===== src/rtl/texture_arb_pkg.sv =====
// rtl/texture_arb_pkg.sv - shared types for the texture RAM arbiter
package texture_arb_pkg;

  typedef enum logic [1:0] {
    REQ_NONE = 2'd0,
    REQ_PIX  = 2'd1,
    REQ_CPU  = 2'd2
  } req_id_t;

  typedef enum logic {
    PIX_PRI = 1'b0,
    CPU_PRI = 1'b1
  } arb_state_t;

  // Counter must hold MAX_WAIT itself; a zero limit still needs one bit.
  function automatic int unsigned wait_cnt_width(input int unsigned max_wait);
    return (max_wait < 1) ? 1 : $clog2(max_wait + 1);
  endfunction

endpackage


===== src/rtl/arb_starve_timer.sv =====
// rtl/arb_starve_timer.sv - bounds how long a held CPU request can be refused
module arb_starve_timer
  import texture_arb_pkg::*;
#(
  parameter int unsigned MAX_WAIT = 8
) (
  input  logic clk,
  input  logic rst,
  input  logic cpu_valid,
  input  logic cpu_ready,
  output logic cpu_pri
);

  localparam int unsigned CW = wait_cnt_width(MAX_WAIT);
  localparam logic [CW-1:0] WAIT_LIMIT = CW'(MAX_WAIT);

  arb_state_t    state, state_next;
  logic [CW-1:0] wait_cnt, wait_cnt_next;

  always_ff @(posedge clk) begin
    if (rst) begin
      state    <= PIX_PRI;
      wait_cnt <= '0;
    end else begin
      state    <= state_next;
      wait_cnt <= wait_cnt_next;
    end
  end

  // The switch is taken on the cycle the count reaches the limit so the
  // CPU wins on the very next cycle, giving an accept within MAX_WAIT+1.
  always_comb begin
    state_next    = state;
    wait_cnt_next = wait_cnt;
    if (!cpu_valid || cpu_ready) begin
      wait_cnt_next = '0;
      state_next    = PIX_PRI;
    end else begin
      if (wait_cnt != WAIT_LIMIT) begin
        wait_cnt_next = wait_cnt + CW'(1);
      end
      if ((state == PIX_PRI) && (wait_cnt_next == WAIT_LIMIT)) begin
        state_next = CPU_PRI;
      end
    end
  end

  assign cpu_pri = (MAX_WAIT == 0) || (state == CPU_PRI);

endmodule


===== src/rtl/texture_mem_arbiter.sv =====
// rtl/texture_mem_arbiter.sv - shares one texture RAM port between pixel fetch and CPU
module texture_mem_arbiter
  import texture_arb_pkg::*;
#(
  parameter int unsigned ADDR_WIDTH      = 14,
  parameter int unsigned DATA_WIDTH      = 24,
  parameter int unsigned MAX_WAIT        = 8,
  parameter int unsigned STALL_CNT_WIDTH = 16
) (
  input  logic                       clk,
  input  logic                       rst,
  input  logic                       pix_valid,
  input  logic [ADDR_WIDTH-1:0]      pix_addr,
  output logic                       pix_ready,
  output logic                       pix_rvalid,
  output logic [DATA_WIDTH-1:0]      pix_rdata,
  input  logic                       cpu_valid,
  input  logic                       cpu_we,
  input  logic [ADDR_WIDTH-1:0]      cpu_addr,
  input  logic [DATA_WIDTH-1:0]      cpu_wdata,
  output logic                       cpu_ready,
  output logic                       cpu_rvalid,
  output logic [DATA_WIDTH-1:0]      cpu_rdata,
  output logic                       mem_en,
  output logic                       mem_we,
  output logic [ADDR_WIDTH-1:0]      mem_addr,
  output logic [DATA_WIDTH-1:0]      mem_wdata,
  input  logic [DATA_WIDTH-1:0]      mem_rdata,
  output logic [STALL_CNT_WIDTH-1:0] pix_stall_cnt
);

  req_id_t grant;
  req_id_t rd_tag, rd_tag_next;
  logic    cpu_pri;

  arb_starve_timer #(
    .MAX_WAIT (MAX_WAIT)
  ) u_starve_timer (
    .clk       (clk),
    .rst       (rst),
    .cpu_valid (cpu_valid),
    .cpu_ready (cpu_ready),
    .cpu_pri   (cpu_pri)
  );

  always_comb begin
    grant = REQ_NONE;
    if (!rst) begin
      if (cpu_pri) begin
        if (cpu_valid)      grant = REQ_CPU;
        else if (pix_valid) grant = REQ_PIX;
      end else begin
        if (pix_valid)      grant = REQ_PIX;
        else if (cpu_valid) grant = REQ_CPU;
      end
    end
  end

  assign pix_ready = (grant == REQ_PIX);
  assign cpu_ready = (grant == REQ_CPU);

  always_comb begin
    mem_en    = (grant != REQ_NONE);
    mem_we    = (grant == REQ_CPU) && cpu_we;
    mem_addr  = (grant == REQ_CPU) ? cpu_addr : pix_addr;
    mem_wdata = (grant == REQ_CPU) ? cpu_wdata : '0;
  end

  // Writes return nothing, so only reads claim the next-cycle data slot.
  always_comb begin
    rd_tag_next = REQ_NONE;
    if (grant == REQ_PIX)                rd_tag_next = REQ_PIX;
    else if (grant == REQ_CPU && !cpu_we) rd_tag_next = REQ_CPU;
  end

  always_ff @(posedge clk) begin
    if (rst) rd_tag <= REQ_NONE;
    else     rd_tag <= rd_tag_next;
  end

  // Gated by rst so a read accepted just before reset is dropped.
  assign pix_rvalid = !rst && (rd_tag == REQ_PIX);
  assign cpu_rvalid = !rst && (rd_tag == REQ_CPU);
  assign pix_rdata  = mem_rdata;
  assign cpu_rdata  = mem_rdata;

  always_ff @(posedge clk) begin
    if (rst) begin
      pix_stall_cnt <= '0;
    end else if (pix_valid && !pix_ready && (pix_stall_cnt != '1)) begin
      pix_stall_cnt <= pix_stall_cnt + STALL_CNT_WIDTH'(1);
    end
  end

endmodule


===== config.mk =====
export PLATFORM = sky130hd
export DESIGN_NAME = texture_mem_arbiter
export DESIGN_NICKNAME = d
export VERILOG_FILES = /design/src/rtl/texture_arb_pkg.sv /design/src/rtl/arb_starve_timer.sv /design/src/rtl/texture_mem_arbiter.sv
export SDC_FILE = /design/constraint.sdc
export NUM_CORES = 1
export LEC_CHECK = 0
export ABC_AREA = 0
export ABC_CLOCK_PERIOD_IN_PS = 2800
export BUFFER_PORTS_ARGS = -buffer_cell sky130_fd_sc_hd__buf_2
export CAP_MARGIN = 30
export CORE_ASPECT_RATIO = 1.2
export CORE_MARGIN = 8
export CORE_UTILIZATION = 40
export DETAILED_ROUTE_END_ITERATION = 12
export PLACE_DENSITY = 0.88
export SLEW_MARGIN = 20
export SYNTH_ARGS = -nofsm -noshare
export SYNTH_HDL_FRONTEND = slang
export SYNTH_HIERARCHICAL = 1
export SYNTH_SLANG_ARGS = --single-unit

===== constraint.sdc =====
create_clock -name clk -period 2.8 [get_ports clk]
set_input_delay 0.14 -clock clk [delete_from_list [all_inputs] [get_ports clk]]
set_output_delay 0.14 -clock clk [all_outputs]
set_load 0.1 [all_outputs]

Word-level counts from Yosys, hierarchy flattened

Cells that the tools add are included.

Add/sub/neg operators: 2
Equality and inequality tests: 7
Muxes and demuxes: 12
Bitwise logic cells: 1
Reductions and logical operators: 15

Operators by type and width:

| operator              | number |
|---|---|
| $mux 24               | 1 |
| $add 16x1->16 const B | 1 |
| $ne 16x16->1 const B  | 1 |
| $mux 14               | 1 |
| $mux 2                | 6 |
| $mux 4                | 2 |
| $logic_and 1x1->1     | 7 |
| $add 4x1->4 const B   | 1 |
| $eq 2x1->1 const B    | 2 |
| $eq 2x2->1 const B    | 2 |
| $eq 4x4->1 const B    | 1 |
| $logic_not 1->1       | 4 |
| $ne 4x4->1 const B    | 1 |
| $reduce_or 2->1       | 2 |
| $mux 1                | 2 |
| $reduce_bool 2->1     | 1 |
| $logic_or 1x1->1      | 1 |
| $not 1->1             | 1 |

Bits in registers: 23
Bits of input ports: 81
Output and inout port bits: 108

Longest topological paths before layout

Word-level depth: 9
Mapped depth: 6

Hierarchy

Netlist, hierarchy kept.

Modules (own cells, without submodules):

| module              | instances | cells an instance | area an instance (µm²) | seq. area each (µm²) |
|---|---|---|---|---|
| texture_mem_arbiter | 1         | 196               | 1682.9                 | 360.3 |
| arb_starve_timer    | 1         | 28                | 254.0                  | 100.1 |

Worst setup path after synthesis

OpenSTA, ideal clock, no wires.

Kind: input port to output port
From: input port rst
To: output port cpu_rvalid
Arrival: 2565 ps
Path slack: 95 ps
Stages: 2
Buffers on the path: 1
Cell sequence: clkbuf_1 -> nor3b_1

Word-level cells in the longest chain between the ends: 2

Ends and longest elaborated chain:

| element            | RTL line                  | text |
|---|---|---|
| start: declaration | texture_mem_arbiter.sv:11 | `input logic rst,` |
| $logic_not 1->1    | texture_mem_arbiter.sv:83 | `assign cpu_rvalid = !rst && (rd_tag == REQ_CPU);` |
| $logic_and 1x1->1  | texture_mem_arbiter.sv:83 |  |
| end: declaration   | texture_mem_arbiter.sv:22 | `output logic cpu_rvalid,` |

Every way passes these cells.

Final worst setup path

From: register u_starve_timer.state (netlist: u_starve_timer/cpu_pri)
To: output port mem_addr[11]

Word-level cells in the longest chain between the ends: 4

Ends and longest elaborated chain:

| element                  | RTL line                  | text |
|---|---|---|
| start: declaration       | arb_starve_timer.sv:17    | `arb_state_t state, state_next;` |
| start signal: assignment | arb_starve_timer.sv:25    | `state <= state_next;` |
| $mux 2                   | texture_mem_arbiter.sv:49 | `if (cpu_pri) begin` |
| $mux 2                   | texture_mem_arbiter.sv:48 | `if (!rst) begin` |
| $eq 2x2->1               | texture_mem_arbiter.sv:65 | `mem_addr = (grant == REQ_CPU) ? cpu_addr : pix_addr;` |
| $mux 14                  | texture_mem_arbiter.sv:65 |  |
| end: declaration         | texture_mem_arbiter.sv:26 | `output logic [ADDR_WIDTH-1:0] mem_addr,` |

Every way passes these cells.

==> impl_metrics.py <==
metrics = {
    "finish": {
        "fillers": 436,
        "instances_no_fill": 348,
        "drive_above_1_share_pct": 51.0,
        "nets": 375,
        "syn2layout_area_growth_pct": 17.3,
        "num_antenna_cells": 0,
    },
    "die": {
        "ios": 189,
        "die_area_mm2": 0.00733,
        "die_y_um": 92.2,
        "rows": 27,
        "start_util_pct": 41.8,
        "placeableCoreArea_mm2": 0.00463,
        "die_x_um": 79.5,
    },
    "critical_path": {
        "slowest_delay_ns": 0.49,
        "reg2reg_slack_ns": 0.93,
        "critPathSlowestCell": "o211a_1",
        "ff2ff_path_depth": 5,
        "r2r_end": "pix_stall_cnt[4]$_SDFFE_PP0P_",
        "timing.rr.start": "pix_stall_cnt[0]$_SDFFE_PP0P_",
        "start_kind": "flop",
        "criticalPathCategory": "reg -> out",
        "worstPathCellList": "o211a_1 > buf_16 > mux2_2 > buf_2",
        "end_kind": "output pin",
        "crit_arrival_ns": 2.02,
        "worstSetupStartpoint": "u_starve_timer/cpu_pri$_SDFFE_PP0P_",
        "crit_fanout": 28,
        "required_ns": 2.66,
    },
    "synthesis": {
        "ys_ff_latch": 23,
        "synth-seq-area-share_pct": 23.8,
        "synthCells": 224,
        "syn_area_mm2": 0.00194,
        "syn_avg_cell_area_um2": 8.65,
        "netlist-cell-type-count": 41,
        "syn_nets": 308,
        "yosys_warnings": 6,
    },
    "global_route": {
        "grtUsageTotal_pct": 14.6,
        "grt_pass1_wl_um": 8860,
        "grt_pass1_vias": 1763,
        "antenna_found_initial": 0,
        "grt_max_degree": 29,
        "grt-ovfl-total": 0,
    },
    "clock_tree": {
        "path_clk_slew_ns": 0.08,
        "hold_buffers": 0,
        "cts_root_buf": "clkbuf_8",
        "cts.sinks": 23,
        "cts_tree": "done",
        "clockBufferDepth": 2,
        "cts-buffers-inserted": 3,
        "cts_setup_buffers": 0,
        "clk_latency_ns": 0.26,
        "htreeDepth": 1,
        "cts_resized": 0,
    },
    "sta": {
        "maxSlewViolCount": 0,
        "setup_violations": 0,
        "finalCriticalPeriod_ns": 2.16,
        "rsz0062_at_grt": "no",
        "skew_ns": 0.00290,
        "fin_tns_setup_ns": 0,
        "worstMarginPinSlew_ns": 0.672,
        "hold_ws_ns": 0.0393,
        "max_slew_margin_pct": 55.0,
        "hold_violations": 0,
        "fmax_mhz": 462,
        "period_share_pct": 77.3,
    },
    "hold_path": {
        "min_from": "cpu_we",
        "whs_path_depth": 2,
        "hold_path_class": "in -> reg",
        "whs_endpoint": "rd_tag[1]$_SDFF_PP0_",
    },
    "routing": {
        "drtIter0Drc": 41,
        "drc": 0,
        "vias": 1799,
        "routedWlPerCell_um": 17.0,
        "drt_wl_total_um": 5910,
        "first_pass_iters": 4,
        "antenna_left": 0,
        "drt-vias-per-instance": 5.17,
    },
    "flow_run": {
        "drv_cap": 0,
    },
    "place": {
        "gp_congestion": 0.794,
        "portBuffers": 116,
        "dp_hpwl_um": 4910,
        "placed_cells": 344,
    },
    "status": {
        "status": "complete, no violations",
    },
    "power_and_ir_drop": {
        "p_leak_nw": 1.14,
        "vdd_drop_max_v": 0.000278,
        "powerDensity_mw_per_mm2": 389,
    },
}
## cell usage in the layout (no fill, tap or decap), types with 3 or more instances in the layout
cell type	netlist	layout
buf_2	3	116
a21oi_1	16	16
nor3b_1	3	3
nand2_1	4	4
dfxtp_1	23	23
o21ai_0	4	4
and2_1	26	26
nor2b_1	3	3
o31ai_1	12	12
ha_1	3	3
nor2_1	7	7
or3_1	3	3
nand3_1	6	6
clkbuf_8	0	3
mux2_2	14	14
or4_1	10	10
inv_1	6	6
## kinds of logic (layout without fill, tap and decap cells)
kind of cell	count (synthesis)	in the layout	synth area share, %
compound gates	37	37	13.0
fa+ha+maj	3	3	1.94
flops	23	23	23.8
simple gates	80	80	29.0
mux	16	16	9.24
xor+xnor	2	2	0.905
buf+inv	63	129	22.1
## worst max path at each step
stage                                                to  slack, ns  depth (start not counted)
after global routing                        mem_addr[9]       0.50                          4
final                                      mem_addr[11]       0.64                          4
after global placement                      mem_addr[5]       0.68                          3
after floorplan                              cpu_rvalid        0.1                          2
after CTS                                   mem_addr[9]       0.61                          4
after detailed placement  pix_stall_cnt[3]$_SDFFE_PP0P_       0.88                          7
## cell usage after synthesis
| cell type | instances | area share (%) |
|---|---|---|
| a21o_4 | 1 | 0.77 |
| a21oi_1 | 16 | 4.1 |
| a31oi_1 | 1 | 0.32 |
| and2_1 | 26 | 8.4 |
| and3_1 | 2 | 0.65 |
| and4_4 | 2 | 1.2 |
| buf_2 | 3 | 0.77 |
| buf_4 | 48 | 19 |
| buf_6 | 1 | 0.58 |
| clkbuf_1 | 5 | 0.97 |
| dfxtp_1 | 23 | 24 |
| ha_1 | 3 | 1.9 |
| inv_1 | 6 | 1.2 |
| mux2_1 | 1 | 0.58 |
| mux2_2 | 14 | 8.1 |
| mux2i_1 | 1 | 0.52 |
| nand2_1 | 4 | 0.77 |
| nand3_1 | 6 | 1.6 |
| nand3b_1 | 1 | 0.39 |
| nand4_1 | 2 | 0.65 |
| nand4_2 | 1 | 0.65 |
| nand4_4 | 2 | 2.2 |
| nor2_1 | 7 | 1.4 |
| nor2b_1 | 3 | 0.97 |
| nor3_2 | 1 | 0.52 |
| nor3b_1 | 3 | 1.2 |
| nor4b_1 | 1 | 0.45 |
| nor4b_4 | 1 | 1.2 |
| o211a_1 | 2 | 1.0 |
| o211ai_4 | 1 | 1.1 |
| o21ai_0 | 4 | 1.0 |
| o31ai_1 | 12 | 4.7 |
| or2_2 | 1 | 0.32 |
| or2b_1 | 1 | 0.39 |
| or3_1 | 3 | 0.97 |
| or3b_1 | 1 | 0.45 |
| or3b_2 | 1 | 0.45 |
| or4_1 | 10 | 3.9 |
| or4_2 | 1 | 0.45 |
| xnor2_1 | 1 | 0.45 |
| xor2_1 | 1 | 0.45 |
## power breakdown
group | switching, mW | internal [mW] | leakage, nW
Clock | 0.103 | 0.102 | 0.0228
Sequential | 0.00392 | 0.331 | 0.186
Combinational | 0.266 | 0.0772 | 0.929
Total | 0.373 | 0.509 | 1.14
## registers in the layout, summed over array words and instances, names as in the netlist
signal                   flops
pix_stall_cnt               16
u_starve_timer/wait_cnt      4
rd_tag                       2
u_starve_timer/cpu_pri       1
## metal layers
| metal | track usage, % | vias up | part of all wire [%] |
|---|---|---|---|
| met3 | 5.76 | 14 | 12 |
| li1 | - | 877 | - |
| met2 | 27.4 | 102 | 51 |
| met5 | 0 | - | 0 |
| met1 | 14.0 | 806 | 34 |
| met4 | 4.33 | 0 | 1.8 |
## stage by stage
step	area [um^2]	worst slack (ns)	power, mW	util [%]
final	2270	0.636	0.883	49.1
after global routing	2270	0.502	0.916	49.1
after CTS	2270	0.605	0.888	49.1
after detailed placement	2230	0.884	0.688	48.1
after global placement	2200	0.685	0.679	47.5
after floorplan	1940	0.0954	0.932	-
## layout make-up
cell class / count / area (um^2) / area share, %
Multi-Input combinational cell: 138 / 1050 / 46.1
Tap cell: 58 / 72.6 / 3.19
Timing Repair Buffer: 119 / 623 / 27.4
Inverter: 6 / 22.5 / 0.991
Sequential cell: 23 / 460 / 20.3
Clock buffer: 4 / 45.0 / 1.98
## worst max-delay path, delay by kind of cell (launching register included)
| kind | cells | cell delay [ns] |
|---|---|---|
| DFF | 1 | 0.39 |
| AOI/OAI and AO/OA | 1 | 0.49 |
| muxes | 1 | 0.34 |
| buffers and inverters | 2 | 0.51 |
(Power assumes the default switching activity.)
